$ cat src/rtl/tlb_pkg.sv
// rtl/tlb_pkg.sv - shared types for the TLB lookup/flush arbiter
package tlb_pkg;

    localparam int unsigned ASID_WIDTH = 9;

    typedef enum logic [1:0] {
        IDLE,
        FLUSH,
        LOOKUP,
        RESP
    } arb_state_e;

    typedef enum logic {
        OWN_I,
        OWN_D
    } owner_e;

endpackage

$ cat src/rtl/tlb_lookup_arbiter_if.sv
// rtl/tlb_lookup_arbiter_if.sv - lookup/flush port between the arbiter and the sv32 TLB
interface tlb_lookup_arbiter_if #(
    parameter int unsigned VLEN       = 32,
    parameter int unsigned ASID_WIDTH = 9,
    parameter int unsigned PTE_WIDTH  = 32
);
    logic                  tlb_flush_o;
    logic [ASID_WIDTH-1:0] tlb_asid_flush_o;
    logic [VLEN-1:0]       tlb_vaddr_flush_o;
    logic                  tlb_lu_access_o;
    logic [ASID_WIDTH-1:0] tlb_lu_asid_o;
    logic [VLEN-1:0]       tlb_lu_vaddr_o;
    logic                  tlb_lu_hit_i;
    logic [PTE_WIDTH-1:0]  tlb_lu_content_i;
    logic                  tlb_lu_is_4M_i;

    modport master (
        output tlb_flush_o, tlb_asid_flush_o, tlb_vaddr_flush_o,
        output tlb_lu_access_o, tlb_lu_asid_o, tlb_lu_vaddr_o,
        input  tlb_lu_hit_i, tlb_lu_content_i, tlb_lu_is_4M_i
    );

    modport slave (
        input  tlb_flush_o, tlb_asid_flush_o, tlb_vaddr_flush_o,
        input  tlb_lu_access_o, tlb_lu_asid_o, tlb_lu_vaddr_o,
        output tlb_lu_hit_i, tlb_lu_content_i, tlb_lu_is_4M_i
    );
endinterface

$ cat src/rtl/tlb_lookup_arbiter_rr_arb2.sv
// rtl/tlb_lookup_arbiter_rr_arb2.sv - two-way round-robin grant with last-grant register
import tlb_pkg::*;

module rr_arb2 (
    input  logic   clk_i,
    input  logic   rst_i,
    input  logic   i_valid_i,
    input  logic   d_valid_i,
    input  logic   accept_i,
    output owner_e grant_o
);
    owner_e last_grant_q;

    // On a tie the requester that did not win last time goes next.
    always_comb begin
        grant_o = OWN_I;
        if (i_valid_i && d_valid_i) begin
            grant_o = (last_grant_q == OWN_D) ? OWN_I : OWN_D;
        end else if (d_valid_i) begin
            grant_o = OWN_D;
        end
    end

    always_ff @(posedge clk_i) begin
        if (rst_i) begin
            last_grant_q <= OWN_D;
        end else if (accept_i) begin
            last_grant_q <= grant_o;
        end
    end
endmodule

$ cat src/rtl/tlb_lookup_arbiter.sv
// rtl/tlb_lookup_arbiter.sv - shares the TLB lookup/flush port between I and D requesters
import tlb_pkg::*;

module tlb_lookup_arbiter #(
    parameter int unsigned VLEN       = 32,
    parameter int unsigned ASID_WIDTH = tlb_pkg::ASID_WIDTH,
    parameter int unsigned PTE_WIDTH  = 32
) (
    input  logic                  clk_i,
    input  logic                  rst_i,
    input  logic                  flush_req_i,
    input  logic [ASID_WIDTH-1:0] flush_asid_i,
    input  logic [VLEN-1:0]       flush_vaddr_i,
    output logic                  flush_ack_o,
    input  logic                  i_req_valid_i,
    input  logic                  d_req_valid_i,
    output logic                  i_req_ready_o,
    output logic                  d_req_ready_o,
    input  logic [VLEN-1:0]       i_vaddr_i,
    input  logic [VLEN-1:0]       d_vaddr_i,
    input  logic [ASID_WIDTH-1:0] i_asid_i,
    input  logic [ASID_WIDTH-1:0] d_asid_i,
    output logic                  i_rsp_valid_o,
    output logic                  d_rsp_valid_o,
    output logic                  rsp_hit_o,
    output logic [PTE_WIDTH-1:0]  rsp_content_o,
    output logic                  rsp_is_4M_o,
    tlb_lookup_arbiter_if.master  tlb
);
    arb_state_e            state_q;
    owner_e                owner_q;
    owner_e                grant;
    logic                  handshake;
    logic                  flush_q;
    logic                  flush_ack_q;
    logic [ASID_WIDTH-1:0] asid_flush_q;
    logic [VLEN-1:0]       vaddr_flush_q;
    logic                  lu_access_q;
    logic [ASID_WIDTH-1:0] lu_asid_q;
    logic [VLEN-1:0]       lu_vaddr_q;
    logic                  i_rsp_q;
    logic                  d_rsp_q;
    logic                  hit_q;
    logic [PTE_WIDTH-1:0]  content_q;
    logic                  is_4m_q;
    logic                  can_grant;

    rr_arb2 u_rr_arb2 (
        .clk_i     (clk_i),
        .rst_i     (rst_i),
        .i_valid_i (i_req_valid_i),
        .d_valid_i (d_req_valid_i),
        .accept_i  (handshake),
        .grant_o   (grant)
    );

    // A pending flush blocks new grants so it cannot be starved by lookups.
    assign can_grant     = !rst_i && (state_q == IDLE) && !flush_req_i;
    assign i_req_ready_o = can_grant && i_req_valid_i && (grant == OWN_I);
    assign d_req_ready_o = can_grant && d_req_valid_i && (grant == OWN_D);
    assign handshake     = i_req_ready_o || d_req_ready_o;

    always_ff @(posedge clk_i) begin
        if (rst_i) begin
            state_q       <= IDLE;
            owner_q       <= OWN_I;
            flush_q       <= 1'b0;
            flush_ack_q   <= 1'b0;
            asid_flush_q  <= '0;
            vaddr_flush_q <= '0;
            lu_access_q   <= 1'b0;
            lu_asid_q     <= '0;
            lu_vaddr_q    <= '0;
            i_rsp_q       <= 1'b0;
            d_rsp_q       <= 1'b0;
            hit_q         <= 1'b0;
            content_q     <= '0;
            is_4m_q       <= 1'b0;
        end else begin
            flush_q       <= 1'b0;
            flush_ack_q   <= 1'b0;
            asid_flush_q  <= '0;
            vaddr_flush_q <= '0;
            lu_access_q   <= 1'b0;
            lu_asid_q     <= '0;
            lu_vaddr_q    <= '0;
            i_rsp_q       <= 1'b0;
            d_rsp_q       <= 1'b0;
            case (state_q)
                IDLE: begin
                    if (flush_req_i) begin
                        state_q       <= FLUSH;
                        flush_q       <= 1'b1;
                        flush_ack_q   <= 1'b1;
                        asid_flush_q  <= flush_asid_i;
                        vaddr_flush_q <= flush_vaddr_i;
                    end else if (handshake) begin
                        // The lookup output registers double as the request capture.
                        state_q     <= LOOKUP;
                        owner_q     <= grant;
                        lu_access_q <= 1'b1;
                        lu_asid_q   <= (grant == OWN_I) ? i_asid_i : d_asid_i;
                        lu_vaddr_q  <= (grant == OWN_I) ? i_vaddr_i : d_vaddr_i;
                    end
                end
                FLUSH: begin
                    state_q <= IDLE;
                end
                LOOKUP: begin
                    state_q   <= RESP;
                    hit_q     <= tlb.tlb_lu_hit_i;
                    content_q <= tlb.tlb_lu_content_i;
                    is_4m_q   <= tlb.tlb_lu_is_4M_i;
                    i_rsp_q   <= (owner_q == OWN_I);
                    d_rsp_q   <= (owner_q == OWN_D);
                end
                RESP: begin
                    state_q <= IDLE;
                end
                default: begin
                    state_q <= IDLE;
                end
            endcase
        end
    end

    assign flush_ack_o           = flush_ack_q;
    assign i_rsp_valid_o         = i_rsp_q;
    assign d_rsp_valid_o         = d_rsp_q;
    assign rsp_hit_o             = hit_q;
    assign rsp_content_o         = content_q;
    assign rsp_is_4M_o           = is_4m_q;
    assign tlb.tlb_flush_o       = flush_q;
    assign tlb.tlb_asid_flush_o  = asid_flush_q;
    assign tlb.tlb_vaddr_flush_o = vaddr_flush_q;
    assign tlb.tlb_lu_access_o   = lu_access_q;
    assign tlb.tlb_lu_asid_o     = lu_asid_q;
    assign tlb.tlb_lu_vaddr_o    = lu_vaddr_q;
endmodule

$ cat src/flat_wrapper.sv
// flat-port wrapper written by rule: the top's interface ports become plain ports
module tlb_lookup_arbiter_flat 
#(
    parameter int unsigned VLEN       = 32,
    parameter int unsigned ASID_WIDTH = tlb_pkg::ASID_WIDTH,
    parameter int unsigned PTE_WIDTH  = 32
)
  (clk_i, rst_i, flush_req_i, flush_asid_i, flush_vaddr_i, flush_ack_o, i_req_valid_i, d_req_valid_i, i_req_ready_o, d_req_ready_o, i_vaddr_i, d_vaddr_i, i_asid_i, d_asid_i, i_rsp_valid_o, d_rsp_valid_o, rsp_hit_o, rsp_content_o, rsp_is_4M_o, tlb_tlb_flush_o, tlb_tlb_asid_flush_o, tlb_tlb_vaddr_flush_o, tlb_tlb_lu_access_o, tlb_tlb_lu_asid_o, tlb_tlb_lu_vaddr_o, tlb_tlb_lu_hit_i, tlb_tlb_lu_content_i, tlb_tlb_lu_is_4M_i);
  tlb_lookup_arbiter_if #(.VLEN(VLEN), .ASID_WIDTH(ASID_WIDTH), .PTE_WIDTH(PTE_WIDTH)) tlb_i ();
  input  logic clk_i;
  input  logic rst_i;
  input  logic flush_req_i;
  input  logic [ASID_WIDTH-1:0] flush_asid_i;
  input  logic [VLEN-1:0] flush_vaddr_i;
  output logic flush_ack_o;
  input  logic i_req_valid_i;
  input  logic d_req_valid_i;
  output logic i_req_ready_o;
  output logic d_req_ready_o;
  input  logic [VLEN-1:0] i_vaddr_i;
  input  logic [VLEN-1:0] d_vaddr_i;
  input  logic [ASID_WIDTH-1:0] i_asid_i;
  input  logic [ASID_WIDTH-1:0] d_asid_i;
  output logic i_rsp_valid_o;
  output logic d_rsp_valid_o;
  output logic rsp_hit_o;
  output logic [PTE_WIDTH-1:0] rsp_content_o;
  output logic rsp_is_4M_o;
  output wire logic [$bits(tlb_i.tlb_flush_o)-1:0] tlb_tlb_flush_o;
  output wire logic [$bits(tlb_i.tlb_asid_flush_o)-1:0] tlb_tlb_asid_flush_o;
  output wire logic [$bits(tlb_i.tlb_vaddr_flush_o)-1:0] tlb_tlb_vaddr_flush_o;
  output wire logic [$bits(tlb_i.tlb_lu_access_o)-1:0] tlb_tlb_lu_access_o;
  output wire logic [$bits(tlb_i.tlb_lu_asid_o)-1:0] tlb_tlb_lu_asid_o;
  output wire logic [$bits(tlb_i.tlb_lu_vaddr_o)-1:0] tlb_tlb_lu_vaddr_o;
  input wire logic [$bits(tlb_i.tlb_lu_hit_i)-1:0] tlb_tlb_lu_hit_i;
  input wire logic [$bits(tlb_i.tlb_lu_content_i)-1:0] tlb_tlb_lu_content_i;
  input wire logic [$bits(tlb_i.tlb_lu_is_4M_i)-1:0] tlb_tlb_lu_is_4M_i;
  assign tlb_tlb_flush_o = tlb_i.tlb_flush_o;
  assign tlb_tlb_asid_flush_o = tlb_i.tlb_asid_flush_o;
  assign tlb_tlb_vaddr_flush_o = tlb_i.tlb_vaddr_flush_o;
  assign tlb_tlb_lu_access_o = tlb_i.tlb_lu_access_o;
  assign tlb_tlb_lu_asid_o = tlb_i.tlb_lu_asid_o;
  assign tlb_tlb_lu_vaddr_o = tlb_i.tlb_lu_vaddr_o;
  assign tlb_i.tlb_lu_hit_i = tlb_tlb_lu_hit_i;
  assign tlb_i.tlb_lu_content_i = tlb_tlb_lu_content_i;
  assign tlb_i.tlb_lu_is_4M_i = tlb_tlb_lu_is_4M_i;
  tlb_lookup_arbiter #(.VLEN(VLEN), .ASID_WIDTH(ASID_WIDTH), .PTE_WIDTH(PTE_WIDTH)) u_core (.clk_i(clk_i), .rst_i(rst_i), .flush_req_i(flush_req_i), .flush_asid_i(flush_asid_i), .flush_vaddr_i(flush_vaddr_i), .flush_ack_o(flush_ack_o), .i_req_valid_i(i_req_valid_i), .d_req_valid_i(d_req_valid_i), .i_req_ready_o(i_req_ready_o), .d_req_ready_o(d_req_ready_o), .i_vaddr_i(i_vaddr_i), .d_vaddr_i(d_vaddr_i), .i_asid_i(i_asid_i), .d_asid_i(d_asid_i), .i_rsp_valid_o(i_rsp_valid_o), .d_rsp_valid_o(d_rsp_valid_o), .rsp_hit_o(rsp_hit_o), .rsp_content_o(rsp_content_o), .rsp_is_4M_o(rsp_is_4M_o), .tlb(tlb_i));
endmodule
$ cat config.mk
export PLATFORM = sky130hd
export DESIGN_NAME = tlb_lookup_arbiter_flat
export DESIGN_NICKNAME = d
export VERILOG_FILES = /design/src/rtl/tlb_pkg.sv /design/src/rtl/tlb_lookup_arbiter_if.sv /design/src/rtl/tlb_lookup_arbiter_rr_arb2.sv /design/src/rtl/tlb_lookup_arbiter.sv /design/src/flat_wrapper.sv
export SDC_FILE = /design/constraint.sdc
export NUM_CORES = 1
export LEC_CHECK = 0
export ABC_AREA = 0
export ABC_CLOCK_PERIOD_IN_PS = 1600
export CORE_MARGIN = 4
export CORE_UTILIZATION = 31
export DETAILED_ROUTE_END_ITERATION = 16
export PLACE_DENSITY = 0.77
export SKIP_LAST_GASP = 1
export SLEW_MARGIN = 20
export SYNTH_ARGS = -nofsm -noshare
export SYNTH_HDL_FRONTEND = slang
export SYNTH_HIERARCHICAL = 1
export SYNTH_SLANG_ARGS = --single-unit
export TNS_END_PERCENT = 20
$ cat constraint.sdc
create_clock -name clk_i -period 1.6 [get_ports clk_i]
set_input_delay 0.16 -clock clk_i [delete_from_list [all_inputs] [get_ports clk_i]]
set_output_delay 0.16 -clock clk_i [all_outputs]
set_load 0.1 [all_outputs]
==> flow_summary.ini <==
[sta]
hold_viol = 0
maxSlewHeadroom_pct = 76.2
finalCritPeriodShare_pct = 105
min_period_ns = 1.67
report.final.setup_viol = 2
layout_setup_ws_ns = -0.0726
slew_violations = 0
final.setup_skew_ns = 0.0108
fmax_ghz = 0.598
tightest_slew_ns = 0.357
finalSetupTns_ns = -0.119
rsz0062_at_grt = true
hold_ws_ns = 0.310

[synthesis]
yosys.area.top_type = dfxtp_1
syn-mean-instance-area_um2 = 10.0
yosysMostFrequentCell = dfxtp_1
synthCells = 401
synth_edf_count = 0
syn_nets = 563
yosysSeqAreaShare_pct = 61.8
synth_top_family_by_area = simple AND/OR/NAND/NOR gates
yosysTopAreaCellShare_pct = 61.8
synthXorXnorAreaFrac_pct = 0
ys.flop_type = dfxtp_1
synth-compound-area-share_pct = 5.29
yosysWarnings = 6
synth.distinct_cells = 23
synth_area_um2 = 4020
synthTopCellsByCount = dfxtp_1 (124), nand2_1 (69), and3_1 (41), mux2i_1 (41), nor2_1 (41)
ys_top_cells_by_area = dfxtp_1 (62%), mux2i_1 (10%), nand2_1 (6.4%)
ys_ff_latch = 124
synthAdderAreaFrac_pct = 0
synthSimpleGateAreaFrac_pct = 19.0
synthMuxAreaShare_pct = 10.2
async_flop_share_pct = 0

[worst_setup_path]
crit_arrival_ns = 1.51
startpoint_type = flip-flop
crit_chain = nor4_4, buf_4, and2_4, buf_12
cp_slowest_cell = dfxtp_4
worst-path-max-fanout = 3
crit_required_ns = 1.44
end_kind = output pin
crit_type = reg -> out
slowest_delay_ns = 0.35

[floorplan]
num_rows = 41
initial_utilization_pct = 31.7
die-area_um2 = 14800
die_w_um = 122
die_h_um = 122
boundaryPins = 285
core_area_um2 = 12700

[layout]
diodes = 0
stdcell_area_um2 = 8950
area_growth_syn_to_layout_pct = 123
layout.nets = 854
fin_util_pct = 70.7
drive_gt1_share_pct = 26.0
post_layout_nonfiller_instances = 877

[cts]
clk_root_buffer_cell = clkbuf_16
clkLatencyLatePin_ns = 0.40
cts.clk_slew.worst_paths_ns = 0.06
cts_max_path_buffers = 2
cts_sinks = 124
cts_buffers = 17
cts_max_level = 4
cts_tree = built

[placement]
gp_congestion = 0.744
io_buffers = 284
dpl_cell_area_um2 = 8360
hpwl_um = 11200
post-place-ws_ns = -0.0437
post-place-cells = 843

[route]
wl_um = 14100
vias = 3900
vias_per_cell = 4.45
antenna_left = 0
drcViolationCount = 0
drtIter0Drc = 173
dr.pass1.iters = 4
routedWlPerCell_um = 16.0

[worst_hold_path]
hold_path_class = in -> reg

[power_and_ir_drop]
p_per_area_nw_per_um2 = 1060
p_switching_mw = 2.97
power_frac_seq_pct = 35.6
p_clk_share_pct = 38.5
power_mw = 9.47
cellLeakagePower_nw = 3.65
ir_worst_vdd_uv = 621
intPower_mw = 6.49
p_comb_share_pct = 25.9
p_sw_share_pct = 31.4

[run_status]
status = complete, but fails checks
violations = setup timing

[global_route]
grt_max_degree = 43
grt_usage_pct = 18.3
grt_pass1_vias = 4007
grt-ovfl-total = 0
antenna_found_initial = 0
grt_pass1_wl_um = 20800

[job]
maxCapViolations = 0
## state kept, by name (all words and copies together), names as in the netlist, 2 cells and up
signal and cells:
u_core/state_q 2, u_core/tlb.tlb_lu_asid_o 9, u_core/rsp_content_o 32, u_core/tlb.tlb_asid_flush_o 9, u_core/tlb.tlb_vaddr_flush_o 32, u_core/tlb.tlb_lu_vaddr_o 32
## critical path: cells and delay by family (launching register included)
| family | cells | cell delay (ns) |
|---|---|---|
| buf+inv | 2 | 0.35 |
| flops | 1 | 0.35 |
| simple gates | 2 | 0.41 |
## final cells by class
class | instances | area [µm²]
Clock buffer | 18 | 439
Tap cell | 172 | 215
Multi-Input combinational cell | 244 | 1420
Timing Repair Buffer | 302 | 4250
Sequential cell | 124 | 2490
Fill cell | 869 | 3720
Clock inverter | 14 | 133
Inverter | 3 | 11.3
## per-layer routing
metal	global-route usage, %	part of all wire (%)
met5	0	0
met4	5.53	1.1
met3	7.38	10
met2	33.8	53
met1	18.9	36
## worst paths after layout
| check | startpoint | to | slack (ns) | cells past startpoint |
|---|---|---|---|---|
| min reg2reg | u_core/rsp_content_o[16]$_SDFFE_PP0P_ | u_core/rsp_content_o[16]$_SDFFE_PP0P_ | 0.49 | 2 |
| min | tlb_tlb_lu_content_i[15] | u_core/rsp_content_o[15]$_SDFFE_PP0P_ | 0.31 | 3 |
| max | u_core/state_q[1]$_SDFFE_PP0P_ | i_req_ready_o | -0.07 | 4 |
| max reg2reg | u_core/state_q[1]$_SDFFE_PP0P_ | u_core/u_rr_arb2/last_grant_q$_SDFFE_PP1P_ | 0.26 | 6 |
## timing repair
item / in CTS / in global routing
hold buffers: 0 / 0
buffers inserted: 2 / 0
endpoints found under the setup margin: 2 / 2
pin swaps: 1 / 1
gates cloned: 0 / 0
gates resized for setup: 7 / 0
## kinds of logic after synthesis
| kind of cell | count (synthesis) |
|---|---|
| mux | 41 |
| buf+inv | 33 |
| flops | 124 |
| simple gates | 163 |
| compound gates | 40 |
## power by group through the flow
stage	Sequential (mW)	Combinational, mW	Clock, mW
after global routing	3.38	2.53	3.87
final	3.37	2.45	3.65
after detailed placement	3.44	2.44	0
after CTS	3.37	2.47	3.73
after global placement	3.43	2.41	0
after floorplan	4.33	0.360	0
## layout by cell type, fill, tap and decap left out, types with 15 or more instances in the layout
cell and instances:
clkdlybuf4s50_1 161, buf_12 126, dfxtp_1 122, nand2_1 68, and3_1 41, mux2i_1 41
nor2_1 41, a21oi_1 34, clkbuf_16 17, buf_4 15
No activity file was read; power rests on OpenSTA's default activity.
